--- config.mk ---
export PLATFORM = sky130hd
export DESIGN_NAME = uart_tx_feeder
export DESIGN_NICKNAME = d
export VERILOG_FILES = /design/src/rtl/uart_pkg.sv /design/src/rtl/uart_byte_fifo.sv /design/src/rtl/uart_tx_feeder.sv
export SDC_FILE = /design/constraint.sdc
export NUM_CORES = 1
export LEC_CHECK = 0
export ABC_AREA = 1
export CORE_MARGIN = 4
export CORE_UTILIZATION = 52
export CTS_CLUSTER_DIAMETER = 150
export DETAILED_ROUTE_END_ITERATION = 7
export PLACE_DENSITY = 0.79
export SYNTH_ARGS = -nofsm -noshare
export SYNTH_HDL_FRONTEND = slang
export SYNTH_SLANG_ARGS = --single-unit
--- constraint.sdc ---
create_clock -name i_Clock -period 1.5 [get_ports i_Clock]
set_clock_uncertainty 0.1 [all_clocks]
set_input_delay 0.15 -clock i_Clock [delete_from_list [all_inputs] [get_ports i_Clock]]
set_output_delay 0.15 -clock i_Clock [all_outputs]
set_load 0.005 [all_outputs]
--- src/rtl/uart_pkg.sv ---
// ============================================================================
// Module      : uart_pkg
// Description : Shared types and widths for the UART transmit path.
// Revision    : 1.0 - initial release
// ============================================================================
`default_nettype none

package uart_pkg;

  localparam int UART_BYTE_W = 8;

  typedef enum logic [1:0] {
    IDLE = 2'd0,
    SEND = 2'd1,
    WAIT = 2'd2,
    GAP  = 2'd3
  } tx_feeder_state_t;

endpackage

`default_nettype wire

--- src/rtl/uart_byte_fifo.sv ---
// ============================================================================
// Module      : uart_byte_fifo
// Description : Circular byte FIFO with registered status and a sticky
//               overflow flag for pushes dropped while full.
// Revision    : 1.0 - initial release
// ============================================================================
`default_nettype none

module uart_byte_fifo
  import uart_pkg::*;
#(
  parameter int DEPTH = 8
) (
  input  logic                     clk,
  input  logic                     rst,
  input  logic                     i_push,
  input  logic [UART_BYTE_W-1:0]   i_wr_data,
  input  logic                     i_pop,
  output logic [UART_BYTE_W-1:0]   o_rd_data,
  output logic                     o_full,
  output logic                     o_empty,
  output logic [$clog2(DEPTH):0]   o_count,
  output logic                     o_overflow
);

  localparam int c_aw = $clog2(DEPTH);
  localparam int c_cw = c_aw + 1;
  localparam logic [c_cw-1:0] c_depth = c_cw'(DEPTH);

  logic [UART_BYTE_W-1:0] r_mem [DEPTH];
  logic [c_aw-1:0]        r_wr_ptr;
  logic [c_aw-1:0]        r_rd_ptr;
  logic [c_cw-1:0]        r_count;
  logic [c_cw-1:0]        w_count_nxt;
  logic                   r_full;
  logic                   r_empty;
  logic                   r_overflow;
  logic                   w_do_push;
  logic                   w_do_pop;

  // Acceptance looks only at the registered full flag, so a push into a
  // full FIFO is dropped even when a pop frees a slot in the same cycle.
  assign w_do_push = i_push && !r_full;
  assign w_do_pop  = i_pop && !r_empty;

  always_comb begin
    w_count_nxt = r_count;
    if (w_do_push && !w_do_pop) begin
      w_count_nxt = r_count + 1'b1;
    end else if (!w_do_push && w_do_pop) begin
      w_count_nxt = r_count - 1'b1;
    end
  end

  always_ff @(posedge clk or posedge rst) begin
    if (rst) begin
      r_wr_ptr   <= '0;
      r_rd_ptr   <= '0;
      r_count    <= '0;
      r_full     <= 1'b0;
      r_empty    <= 1'b1;
      r_overflow <= 1'b0;
    end else begin
      if (w_do_push) begin
        r_wr_ptr <= r_wr_ptr + 1'b1;
      end
      if (w_do_pop) begin
        r_rd_ptr <= r_rd_ptr + 1'b1;
      end
      r_count <= w_count_nxt;
      r_full  <= (w_count_nxt == c_depth);
      r_empty <= (w_count_nxt == '0);
      if (i_push && r_full) begin
        r_overflow <= 1'b1;
      end
    end
  end

  always_ff @(posedge clk) begin
    if (w_do_push) begin
      r_mem[r_wr_ptr] <= i_wr_data;
    end
  end

  assign o_rd_data  = r_mem[r_rd_ptr];
  assign o_full     = r_full;
  assign o_empty    = r_empty;
  assign o_count    = r_count;
  assign o_overflow = r_overflow;

endmodule

`default_nettype wire

--- src/rtl/uart_tx_feeder.sv ---
// ============================================================================
// Module      : uart_tx_feeder
// Description : Buffered byte source driving the uart_tx start/done
//               handshake. Define UART_TX_FEEDER_GAP_EN to insert
//               GAP_CYCLES idle cycles between frames.
// Revision    : 1.0 - initial release
// ============================================================================
`default_nettype none

module uart_tx_feeder
  import uart_pkg::*;
#(
  parameter int DEPTH      = 8,
  parameter int GAP_CYCLES = 16
) (
  input  logic                    i_Clock,
  input  logic                    i_Reset,
  input  logic                    i_Wr_DV,
  input  logic [UART_BYTE_W-1:0]  i_Wr_Byte,
  output logic                    o_Full,
  output logic                    o_Empty,
  output logic [$clog2(DEPTH):0]  o_Count,
  output logic                    o_Overflow,
  output logic                    o_Tx_DV,
  output logic [UART_BYTE_W-1:0]  o_Tx_Byte,
  input  logic                    i_Tx_Done,
  output logic                    o_Busy
);

  if (GAP_CYCLES < 1) begin : g_gap_cycles_check
    $error("uart_tx_feeder: GAP_CYCLES must be >= 1");
  end

  tx_feeder_state_t        r_state;
  tx_feeder_state_t        w_state_nxt;
  logic                    w_pop;
  logic                    w_fifo_empty;
  logic [UART_BYTE_W-1:0]  w_fifo_head;
  logic [UART_BYTE_W-1:0]  r_tx_byte;

  uart_byte_fifo #(
    .DEPTH (DEPTH)
  ) u_fifo (
    .clk        (i_Clock),
    .rst        (i_Reset),
    .i_push     (i_Wr_DV),
    .i_wr_data  (i_Wr_Byte),
    .i_pop      (w_pop),
    .o_rd_data  (w_fifo_head),
    .o_full     (o_Full),
    .o_empty    (w_fifo_empty),
    .o_count    (o_Count),
    .o_overflow (o_Overflow)
  );

  assign o_Empty = w_fifo_empty;

`ifdef UART_TX_FEEDER_GAP_EN
  localparam int c_gap_w = $clog2(GAP_CYCLES + 1);
  localparam logic [c_gap_w-1:0] c_gap_last = c_gap_w'(GAP_CYCLES - 1);

  logic [c_gap_w-1:0] r_gap_cnt;
  logic               w_gap_done;

  assign w_gap_done = (r_gap_cnt == c_gap_last);

  // Counter idles at zero outside GAP so each gap starts a fresh count.
  always_ff @(posedge i_Clock or posedge i_Reset) begin
    if (i_Reset) begin
      r_gap_cnt <= '0;
    end else if (r_state != GAP) begin
      r_gap_cnt <= '0;
    end else begin
      r_gap_cnt <= r_gap_cnt + 1'b1;
    end
  end
`endif

  always_ff @(posedge i_Clock or posedge i_Reset) begin
    if (i_Reset) begin
      r_state <= IDLE;
    end else begin
      r_state <= w_state_nxt;
    end
  end

  always_comb begin
    w_state_nxt = r_state;
    case (r_state)
      IDLE: begin
        if (!w_fifo_empty) begin
          w_state_nxt = SEND;
        end
      end
      SEND: begin
        w_state_nxt = WAIT;
      end
      WAIT: begin
        if (i_Tx_Done) begin
`ifdef UART_TX_FEEDER_GAP_EN
          w_state_nxt = GAP;
`else
          w_state_nxt = IDLE;
`endif
        end
      end
`ifdef UART_TX_FEEDER_GAP_EN
      GAP: begin
        if (w_gap_done) begin
          w_state_nxt = IDLE;
        end
      end
`endif
      default: begin
        w_state_nxt = IDLE;
      end
    endcase
  end

  always_comb begin
    w_pop   = 1'b0;
    o_Tx_DV = 1'b0;
    o_Busy  = 1'b1;
    case (r_state)
      IDLE: begin
        w_pop  = !w_fifo_empty;
        o_Busy = 1'b0;
      end
      SEND: begin
        o_Tx_DV = 1'b1;
      end
      default: begin
        o_Busy = 1'b1;
      end
    endcase
  end

  // The byte register only loads on a pop, keeping it stable for uart_tx.
  always_ff @(posedge i_Clock or posedge i_Reset) begin
    if (i_Reset) begin
      r_tx_byte <= '0;
    end else if (w_pop) begin
      r_tx_byte <= w_fifo_head;
    end
  end

  assign o_Tx_Byte = r_tx_byte;

endmodule

`default_nettype wire

; Word level (Yosys, flattened, before mapping)
; Memory sizes are Yosys's and may differ from the RTL's. A register that Yosys moved wholly into a read port is not among the register bits.
; Cells that the tools add are included.
[totals]
ff_bits = 15
latchBits = 0
mem_bits_rw = 64
mem_bits_ro = 0
inputBits = 12
output_inout_bits = 17
word_cells = 39
memories = 1
[op_classes]
add_sub_neg = 4
n_mul = 0
div = 0
n_lt_le_gt_ge = 0
n_eq_ne = 5
n_shift = 0
muxes = 10
bitwise_logic = 0
n_reduce_logical = 12
[memory_table]
columns = name, words, width, rd, rd_clocked_by_memory_dff, write_ports, line
row1 = u_fifo.r_mem, 8, 8, 1, 1, 1, uart_byte_fifo.sv:30  ; logic [UART_BYTE_W-1:0] r_mem [DEPTH];
[op_table]
columns = op, count
row1 = 4-bit 2-to-1 mux, 2
row2 = "3-bit by 1-bit adder with 3-bit output, second input constant", 2
row3 = 2-bit one-hot mux with 3 select lines, 1
row4 = 1-bit logical AND, 5
row5 = 1-bit 2-to-1 mux, 5
row6 = "4-bit by 1-bit adder with 4-bit output, second input constant", 1
row7 = "4-bit equality test, second input constant", 1
row8 = 1-bit logical NOT, 4
row9 = 4-bit logical NOT, 1
row10 = 2-bit 2-to-1 mux, 2
row11 = "2-bit inequality test, second input constant", 2
row12 = "4-bit by 1-bit subtractor with 4-bit output, second input constant", 1
row13 = "2-bit by 1-bit equality test with 1-bit output, second input constant", 1
row14 = "2-bit equality test, second input constant", 1
row15 = 2-bit logical NOT, 1
row16 = 2-bit AND reduction, 1

; Depth between registers and ports, before layout
; Gate-level depths: netlist (run 1).
[logic_depth]
word_depth = 7
mapped_depth = 10
mapped_depth_nobuf = 10

; Modules after synthesis
; From an unflattened synthesis (run 1), not the netlist that was laid out.
[unflattened]
cells_unflattened = 337
area_unflattened_um2 = 3627.2
[by_module_without_submodules]
columns = module, instances, cells_per_inst, area_each_um2, seq_area_each_um2
row1 = uart_byte_fifo, 1, 292, 3215.6, 2248.4
row2 = uart_tx_feeder, 1, 45, 411.6, 250.2

; Worst setup path before layout (run 1)
; OpenSTA, ideal clock, no wires.
[synth_path]
kind = flip-flop to flip-flop
from = reg u_fifo.r_full (netlist: u_fifo.o_full)
to = mem u_fifo.r_mem[4][0] (enable)
setup_ps = 370
arrival_ps = 1240
required_time_ps = 1030
slack_ps = -210
stages_incl_launch_ff = 5
path_buffers = 0
synth_period_minus_slack_ps = 1710
path_cell_list = dfrtp_1 -> inv_1 -> nand2_2 -> or2_2 -> nor2_1
[synth_between]
elab_chain_len = 4
[synth_rtl]
columns = item, line
row1 = from (decl), uart_byte_fifo.sv:35  ; logic r_full;
row2 = from (signal assigned), uart_byte_fifo.sv:71  ; r_full <= (w_count_nxt == c_depth);
row3 = 1-bit logical NOT, uart_byte_fifo.sv:43  ; assign w_do_push = i_push && !r_full;
row4 = 1-bit logical AND, uart_byte_fifo.sv:43
row5 = 1-bit 2-to-1 mux, uart_byte_fifo.sv:80  ; if (w_do_push) begin
row6 = 1-bit 2-to-1 mux (implied by the code), uart_byte_fifo.sv:81  ; r_mem[r_wr_ptr] <= i_wr_data;
row7 = to (decl), uart_byte_fifo.sv:30
; No other way between the ends.

; Final worst setup path (run 1)
[layout_path]
from = reg r_state[1]
to = reg u_fifo.r_count[0] (netlist: u_fifo.o_count[0])
[layout_between]
elab_chain_len = 6
word_cells_on_any_way = 8
classes_between = mux (3) / reduce/logical (5)
[layout_rtl]
columns = item, line
row1 = from (decl), uart_tx_feeder.sv:34  ; tx_feeder_state_t r_state;
row2 = from (signal assigned), uart_tx_feeder.sv:83  ; r_state <= w_state_nxt;
row3 = 2-bit logical NOT *, uart_tx_feeder.sv:124  ; case (r_state)
row4 = 1-bit 2-to-1 mux *, uart_tx_feeder.sv:124
row5 = 1-bit logical AND *, uart_byte_fifo.sv:44  ; assign w_do_pop = i_pop && !r_empty;
row6 = 1-bit logical AND / 1-bit logical NOT (equally long branches), "uart_byte_fifo.sv:50, uart_byte_fifo.sv:48"
row7 = 4-bit 2-to-1 mux / 1-bit logical AND (equally long branches), "uart_byte_fifo.sv:50, uart_byte_fifo.sv:48"
row8 = 4-bit 2-to-1 mux *, uart_byte_fifo.sv:48  ; if (w_do_push && !w_do_pop) begin
row9 = named net u_fifo.w_count_nxt[0], uart_byte_fifo.sv:34  ; logic [c_cw-1:0] w_count_nxt;
row10 = to (signal assigned), uart_byte_fifo.sv:70  ; r_count <= w_count_nxt;
row11 = to (decl), uart_byte_fifo.sv:33  ; logic [c_cw-1:0] r_count;
; The timed path passes the listed nets; every way through them passes the cells marked *.
; A chain may end at the register's enable or synchronous reset.

==> reports/results.tsv, run 1 <==
metric	value	unit
core_area	6790	µm²
comb_power_share	44.7	%
fin_ws	-7.57	ps
ys_seq_area_share	68.3	%
synth_cell_type_count	27	
p_switching	3.45	mW
cpMaxStageDelayCell	dfrtp_1	
place_hpwl	4930	µm
detail_route.wl_per_cell	15.2	µm
grt_max_degree	35	
drc_errors	0	
p_per_area	2020	nW/µm²
cp.arrival	1670	ps
totalWireLength	7350	µm
synth_compound_area_share	8.15	%
synth_xor_xnor_area_share	1.16	%
final-hold-violation-count	0	
synthTopCellsByArea	edfxtp_1, dfrtp_1, nor2_1, nand2_1, o21ai_0	
ys_seq_elements	87	
path_common_cell	nand2_4	
start_kind	register	
leakage	1.88	nW
cp_slowest_stage_delay	400	ps
seqCellArea	2500	µm²
grt_usage	19.0	%
finalSetupViolCount	1	
timing.fmax	0.663	GHz
violations	negative setup slack	
cts_max_path_buffers	2	
synth_largest_area_cell	edfxtp_1	
start_util	53.8	%
seqPwrFrac	37.0	%
vdd_drop_max	864	µV
min_period_over_period	101	%
max_cap_viol_count	0	
clock_power_share	18.3	%
hold_buffers	0	
area_growth	25.4	%
worst-path-buf-inv	3	
synth_flop_cell	edfxtp_1	
syn_inst	318	
required	1660	ps
drtAntennaViolNets	0	
synth_top_family_by_area	simple AND/OR/NAND/NOR gates	
hold_class	input port to async pin	
vias	2543	
clock_sinks	87	
grt_pass1_wl	12300	µm
htreeDepth	3	
cts_buffers	9	
place.gp.congestion	0.762	
dr.first_iter.drc_count	139	
first_global_vias	2534	
end_kind	register	
worst_slew_pin_slew	367	ps
total_power	9.25	mW
io_pins	29	
rsz0062_at_grt	yes	
outcome	complete, but fails checks	
synth_edf_count	64	
insertion_delay	360	ps
io_buffers	28	
die_y	91.9	µm
crit_path_max_fanout	7	
final_common_cell	edfxtp_1	
synth_nets	334	
dr.pass1.iters	4	
synth_fa_ha_area_share	1.37	%
final_util	67.5	%
crit_type	register to register	
die_x	91.9	µm
relSlewSlack	75.4	%
path_delay_family	simple AND/OR/NAND/NOR gates	
syn-cell-area	3660	µm²
internal_power	5.80	mW
synth.yosys.warnings	0	
yosys.area_share.simple	16.9	%
final.min_clock_period	1510	ps
diodes	0	
fill_cells	488	
synth_mux_area_share	0	%
synth.top_cell.area_share	52.6	%
antenna_found_initial	0	
tritoncts	built	
clk_pin_slew	100	ps
finalMaxSlewViolations	0	
drive_gt1_share	22.8	%
syn_avg_cell_area	11.5	µm²
p_sw_share	37.3	%
dieArea	8440	µm²
final_nets	397	
grt-ovfl-total	0	
clockRootBuffer	clkbuf_8	
final_cell_mix	edfxtp_1, nor2_1, nand2_1	
multi_input_area	1060	µm²
synthArstFlopShare	26.4	%
cp_cell_sequence	buf_6, nor2_4, nand2_4, nand2_4, nand2_4, xor2_2, buf_4, inv_2	
num_rows	30	
viasPerCell	5.28	
-- worst reg2reg max path, cell delays in order (launching register included) --
cell and delay [ps]:
dfrtp_1 400, buf_6 130, nor2_4 160, nand2_4 120, nand2_4 130, nand2_4 70, xor2_2 150, buf_4 140
inv_2 20
-- worst paths after layout --
kind / start / to / slack [ps] / cells past startpoint
max: r_state[1] / u_fifo.o_count[0] / -8 / 8
max in group asynchronous: i_Reset / u_fifo.o_empty / 990 / 3
min: i_Reset / o_Tx_Byte[1] / 20 / 3
max reg2reg: r_state[1] / u_fifo.o_count[0] / -8 / 8
min in group i_Clock: u_fifo.o_overflow / u_fifo.o_overflow / 360 / 1
min reg2reg: u_fifo.o_overflow / u_fifo.o_overflow / 360 / 1
-- synth_stat cells (4+ instances only) --
library cell	number
edfxtp_1	64
nor2_1	64
nand2_1	43
o21ai_0	29
dfrtp_1	22
inv_1	17
o211ai_1	16
nand3_1	12
buf_2	9
o21ai_1	5
ha_1	4
nand2_2	4
nor2_2	4
-- area by class of cell --
type	instances	share of cell area, %
clock buffer	10	3.00
timing repair buffer	64	13.3
tap	96	2.62
clock inverter	6	1.61
multi-input combinational	197	23.1
inverter	22	1.86
sequential	87	54.5
-- registers in the layout, summed over array words and instances (netlist names) --
register	flops
o_Tx_Byte	8
u_fifo.o_overflow	1
r_state	2
u_fifo.r_rd_ptr	3
u_fifo.r_wr_ptr	3
u_fifo.o_count	4
u_fifo.o_empty	1
u_fifo.o_full	1
u_fifo.r_mem	64
-- per-stage QoR --
step	std cells	setup TNS (ps)	hold slack, ps	instance area (µm²)	setup slack (ps)
after global routing	482	-1130	49.3	4590	-93.6
after floorplan	318	-5500	51.2	3670	-99.6
final	482	-7.57	19.7	4590	-7.57
after detailed placement	449	-17740	348	4190	-365
after global placement	449	-14930	339	4190	-317
after CTS	474	-138	27.6	4460	-22.4
-- metal layers --
layer / wire (µm) / GRT usage, %
met1: 3160 / 25.6
met2: 3550 / 29.4
met3: 463 / 4.92
met4: 169 / 7.80
met5: 0 / 0
-- power by group through the flow --
| stage | logic (mW) | clock network (mW) | registers (mW) |
|---|---|---|---|
| after detailed placement | 3.67 | 0 | 3.53 |
| after global placement | 3.49 | 0 | 3.51 |
| final | 4.13 | 1.69 | 3.43 |
| after global routing | 4.60 | 1.85 | 3.49 |
| after floorplan | 2.25 | 0 | 3.52 |
| after CTS | 3.85 | 1.73 | 3.43 |
-- kinds of logic (layout without fill, tap and decap cells) --
logic type / Yosys count / after routing
AND/OR/NAND/NOR: 138 / 138
flip-flops: 87 / 87
AO/OA/AOI/OAI: 51 / 51
buffers and inverters: 34 / 102
adder cells (fa/ha/maj): 4 / 4
XOR/XNOR: 4 / 4
-- timing repair --
| item | 4_1_cts | 5_1_grt |
|---|---|---|
| gates resized for setup | 10 | 28 |
| setup buffers | 9 | 8 |
| pin swaps | 2 | 9 |
| endpoints found under the setup margin | 41 | 52 |
(Power assumes the default switching activity.)
==> run 2, diff against run 1 <==
Settings changed: ABC_AREA 1 to unset, CORE_UTILIZATION 52 to 51, PLACE_DENSITY 0.79 to 0.78.
==> run 2 against run 1 <==
  * Maximum frequency decreased by 20%
  * Core utilization increased by 5.4 points
  * The flow still finishes with violations (negative setup slack)
  * Via count decreased by 19%
  * Sequential share of layout area decreased by 1.7 points
  * Critical path depth decreased by 4
  * Clock-buffer cell count decreased by 1
  * Combinational power increased by 15%
  * Worst hold slack improved by 4.2 ps
  * Die area decreased by 2.7%
  * Sequential power increased by 3%
==> reports/results.tsv, run 2 <==
metric	value	unit	change
outcome	complete, but fails checks		
violations	negative setup slack		
cp_cell_sequence	or3_4, and3_4, or3_4, a2111oi_4		
clock_sinks	87		unchanged
synth_nets	220		-34%
place_hpwl	4400	µm	-11%
syn-cell-area	3480	µm²	-4.8%
final_cell_mix	edfxtp_1, buf_4, dfrtp_1		
top_register	u_fifo.r_mem		
ys_seq_elements	87		unchanged
fin_ws	-389	ps	-382 ps
met1_usage	24.9	%	-0.68 points
dr.pass1.iters	4		unchanged
tritoncts	built		
die_x	90.6	µm	-1.4%
dr.first_iter.drc_count	156		+12%
cp-startpoint	r_state[0]		
core_area	6490	µm²	-4.4%
insertion_delay	360	ps	about the same
io_buffers	28		unchanged
syn_avg_cell_area	17.1	µm²	+48%
die_y	90.6	µm	-1.4%
grt-ovfl-total	0		unchanged
antenna_found_initial	0		unchanged
hold_buffers	0		unchanged
clk_pin_slew	100	ps	about the same
dp.cells	338		-25%
path_common_cell	or3_4		
worst_slew_pin_slew	360	ps	-7.27 ps
cp_slowest_stage_delay	450	ps	+50 ps
synth_cell_type_count	34		+26%
start_util	53.6	%	-0.24 points
synth.top_cell.area_share	55.2	%	+2.7 points
final.min_clock_period	1890	ps	+382 ps
holdWs	23.9	ps	+4.20 ps
seqCellArea	2500	µm²	about the same
crit_type	register to register		
drive_gt1_share	39.4	%	+17 points
htreeDepth	3		unchanged
ys_seq_area_share	71.8	%	+3.5 points
final_nets	300		-24%
vdd_drop_max	905	µV	+4.8%
relSlewSlack	75.8	%	+0.40 points
first_global_vias	2095		-17%
total_power	9.76	mW	+5.6%
reg2reg_slack	-390	ps	-380 ps
largest_reg_flops	64		unchanged
diodes	0		unchanged
end_kind	register		
detail_route.wl_per_cell	20.7	µm	+36%
synth_flop_cell	edfxtp_1		
synth_largest_area_cell	edfxtp_1		
area_growth	36.1	%	
cp.arrival	2040	ps	+370 ps
clockRootBuffer	clkbuf_8		
place.gp.congestion	0.824		+8.1%
finalSetupViolCount	80		+79
place_worst_setup_slack	-450	ps	-85.4 ps
cpMaxStageDelayCell	or3_4		
rsz0062_at_grt	yes		
dieArea	8210	µm²	-2.7%
grt_usage	19.1	%	+0.12 points
crit_path_max_fanout	5		-2
max_cap_viol_count	0		unchanged
met3_usage	4.42	%	-0.51 points
synth.yosys.warnings	0		unchanged
viasPerCell	5.61		+6.3%
grtUsageMet2	31.3	%	+1.9 points
fill_cells	403		-17%
drtAntennaViolNets	0		unchanged
multi_input_area	1110	µm²	+4.7%
p_per_area	2060	nW/µm²	+2.2%
final-hold-violation-count	0		unchanged
drc_errors	0		unchanged
totalWireLength	7590	µm	+3.3%
vias	2052		-19%
synthArstFlopShare	26.4	%	unchanged
start_kind	register		
syn_inst	204		-36%
synth_most_common_cell	edfxtp_1		
fin_cells	366		-24%
postPlaceCellArea	4300	µm²	+2.7%
grt_pass1_wl	11500	µm	-6.2%
synth_common_cells	edfxtp_1, dfrtp_1, nand2_1		
cts_buffers	9		unchanged
final_area	4740	µm²	+3.3%
cts_max_path_buffers	2		unchanged
r2r-start	r_state[0]		
synth_edf_count	64		unchanged
grt_max_degree	24		-31%
leakage	1.81	nW	-4.0%
required	1650	ps	about the same
final_common_cell	edfxtp_1		
min_period_over_period	126	%	+25 points
num_rows	29		-3.3%
finalMaxSlewViolations	0		unchanged
timing.fmax	0.529	GHz	-20%
synthTopCellsByArea	edfxtp_1, dfrtp_1, mux4_2, nand2_1, mux2i_1		
io_pins	29		unchanged
gr-max-usage-layer	met2		
hold_class	input port to async pin		
-- run 2: final timing paths --
| path | to | depth (start not counted) |
|---|---|---|
| setup / recovery | u_fifo.o_full | 4 |
| hold / removal | o_Tx_Byte[2] | 3 |
| setup reg to reg | u_fifo.o_full | 4 |
| hold reg to reg | u_fifo.o_overflow | 1 |
| max in group asynchronous | u_fifo.o_empty | 3 |
| min in group i_Clock | u_fifo.o_overflow | 2 |
-- run 2: kinds of logic after synthesis --
family | share of synthesized area (%)
XOR/XNOR | 1.26
buffers and inverters | 1.55
AO/OA/AOI/OAI | 3.38
flip-flops | 71.8
adder cells (fa/ha/maj) | 1.44
AND/OR/NAND/NOR | 7.91
multiplexers | 12.7
-- run 2: area by class of cell --
class / count / share of cell area, %
well taps: 77 / 2.03
repair buffers: 77 / 17.5
clock buffers: 9 / 2.62
multi-input cells: 105 / 23.4
clock inverters: 7 / 1.19
inverters: 4 / 0.423
flip-flops and latches: 87 / 52.8
-- run 2: report_power, final --
| part | total [mW] | leakage [nW] | switching [mW] | internal, mW |
|---|---|---|---|---|
| clock network | 1.48 | 0.0854 | 0.866 | 0.618 |
| logic | 4.75 | 0.866 | 2.15 | 2.59 |
| registers | 3.53 | 0.854 | 0.329 | 3.20 |
| total | 9.76 | 1.81 | 3.35 | 6.41 |
-- run 2: worst max-delay path, delay by kind of cell (launching register included) --
kind	cells	cell delay (ps)
compound gates	1	310
simple gates	3	980
flops	1	400
-- run 2: layer usage --
metal	vias to the layer above	share of wire [%]
met4	0	1.7
met1	1036	41
met2	53	53
met5	-	0
met3	14	4.3
li1	949	-
-- run 2: metrics by stage --
step | util [%] | TNS, ps
after floorplan | - | -5110
after global placement | 66.2 | -23470
after detailed placement | 66.2 | -24850
final | 72.9 | -6460
after global routing | 72.9 | -12540
after CTS | 71.9 | -5700
-- run 2: timing repair --
item / in CTS / in global routing
pin swaps: 9 / 8
resized for setup: 37 / 15
endpoints found under the setup margin: 88 / 88
buffers inserted: 12 / 3
gates cloned: 1 / 0
hold endpoints to repair: 0 / 0
==> run 3, diff against run 2 <==
Settings changed: CORE_UTILIZATION 51 to 30, PLACE_DENSITY 0.78 to 0.52.
==> run 3 against run 2 <==
  * The run still ends with negative setup slack left
  * Worst hold slack improved by 35 ps
  * Largest cell class unchanged
  * Via count fell by 4.6%
  * Largest power group unchanged
  * Global-route usage fell by 7.5 points
  * Die area rose by 63%
  * Final area rose by 5.8%
  * Clock-buffer cell count did not move
==> reports/results.tsv, run 3 (synthesis gave the netlist of run 2 again) <==
metric	value	unit	change
reg2regPathDepth	4		unchanged
cp_cell_sequence	or3_4, and3_4, or3_4, a2111oi_4		
first_global_vias	2066		-1.4%
start_kind	register		
clk_pin_slew	70	ps	-30 ps
viasPerCell	4.55		-19%
dp.cells	405		+20%
dr.pass1.iters	4		unchanged
final_cell_mix	edfxtp_1, buf_4, clkdlybuf4s50_1, dfrtp_1, nand2_1		
antenna_found_initial	0		unchanged
diodes	0		unchanged
largest_reg_flops	64		unchanged
tritoncts	built		
final_nets	298		-0.67%
die_x	116	µm	+28%
drc_errors	0		unchanged
cpMaxStageDelayCell	or3_4		
relSlewSlack	76.9	%	+1.1 points
grt_max_degree	24		unchanged
crit_path_max_fanout	5		unchanged
grt-ovfl-total	0		unchanged
rsz0062_at_grt	yes		
dr.first_iter.drc_count	74		-53%
required	1630	ps	-20 ps
core_area	11400	µm²	+75%
leakage	1.84	nW	+1.7%
fin_setup_tns	-4030	ps	+2430 ps
io_buffers	28		unchanged
violations	negative setup slack		
total_power	10.8	mW	+10%
max_cap_viol_count	0		unchanged
area_growth	44.0	%	
die_y	116	µm	+28%
insertion_delay	330	ps	-30 ps
clock_sinks	87		unchanged
worst_slew_pin_slew	344	ps	-16.0 ps
finalSetupViolCount	66		-18%
vias	1957		-4.6%
num_rows	39		+34%
fin_ws	-346	ps	+43.2 ps
detail_route.wl_per_cell	16.2	µm	-22%
start_util	30.6	%	-23 points
clockRootBuffer	clkbuf_16		
hold_buffers	0		unchanged
timing.fmax	0.542	GHz	+2.3%
fin_cells	430		+17%
final_common_cell	edfxtp_1		
finalMaxSlewViolations	0		unchanged
htreeDepth	3		unchanged
grt_pass1_wl	11300	µm	-1.7%
min_period_over_period	123	%	-2.9 points
cp_slowest_stage_delay	440	ps	about the same
place_hpwl	4550	µm	+3.5%
dieArea	13400	µm²	+63%
drive_gt1_share	41.8	%	+2.4 points
hold_class	input port to async pin		
vdd_drop_max	1080	µV	+20%
end_kind	register		
place_worst_setup_slack	-444	ps	+5.72 ps
cts_max_path_buffers	2		unchanged
outcome	complete, but fails checks		
place.gp.congestion	0.704		-15%
cts_buffers	9		unchanged
grt_usage	11.6	%	-7.5 points
cp.arrival	1980	ps	-60 ps
drtAntennaViolNets	0		unchanged
totalWireLength	6980	µm	-8.0%
path_common_cell	or3_4		
final.min_clock_period	1850	ps	-43.2 ps
top_register	u_fifo.r_mem		
p_per_area	2150	nW/µm²	+4.4%
final-hold-violation-count	0		unchanged
crit_type	register to register		
io_pins	29		unchanged
run 3: changes by cell type in the layout (fill, tap and decap cells not counted), moves of 2 or more:
cell,change
inv_8,+2
mux2i_4,+2
xnor2_1,-2
dlygate4sd2_1,-2
buf_4,-7
dlymetal6s2s_1,-5
clkinv_4,-3
buf_6,+5
clkdlybuf4s50_1,+5
clkbuf_16,+9
inv_6,+2
clkbuf_8,-9
run 3: stage by stage:
step           utilization [%]  cell area (µm²)  hold WS [ps]
2_1_floorplan                -             3590          51.2
3_3_place_gp              38.7             4400           347
3_5_place_dp              38.7             4400           344
4_1_cts                   43.4             4940          59.2
5_1_grt                   44.1             5010          80.3
6_report                  44.1             5010          58.8
run 3: area by class of cell:
type / count / area (µm²)
clock buffers: 9 / 225
clock inverters: 7 / 86.3
multi-input cells: 105 / 1180
well taps: 143 / 179
flip-flops and latches: 87 / 2500
repair buffers: 75 / 817
inverters: 4 / 22.5
fillers: 1049 / 6360
run 3: critical path, delay by kind of cell, from the launching register on:
| kind | cells | cell delay, ps |
|---|---|---|
| and+or+nand+nor | 3 | 980 |
| DFF | 1 | 380 |
| AOI/OAI and AO/OA | 1 | 290 |
run 3: where the power goes:
group	internal [mW]	switching, mW	total [mW]
logic	2.80	2.13	4.93
clock network	1.33	0.977	2.31
registers	3.21	0.337	3.54
run 3: path summary, 6_finish.rpt:
kind | from | to | slack (ps)
worst min-delay path | i_Reset | u_fifo.r_rd_ptr[2] | 60
worst max-delay path | r_state[1] | u_fifo.o_full | -350
min in group i_Clock | u_fifo.o_overflow | u_fifo.o_overflow | 350
worst min register to register | u_fifo.o_overflow | u_fifo.o_overflow | 350
max in group asynchronous | i_Reset | u_fifo.o_empty | 950
worst max register to register | r_state[1] | u_fifo.o_full | -350
run 3: routing by layer:
| layer | GRT usage [%] | vias up | part of all wire [%] |
|---|---|---|---|
| li1 | - | 938 | - |
| met1 | 16.3 | 981 | 48 |
| met2 | 17.3 | 32 | 47 |
| met3 | 3.19 | 6 | 3.9 |
| met4 | 4.18 | 0 | 1.2 |
| met5 | 0 | - | 0 |
run 3: timing repair:
action                     CTS  global route
setup endpoints to repair   85            83
pin swaps                    8            10
setup buffers               13             4
gates cloned                 1             0
gates resized for setup     53            27
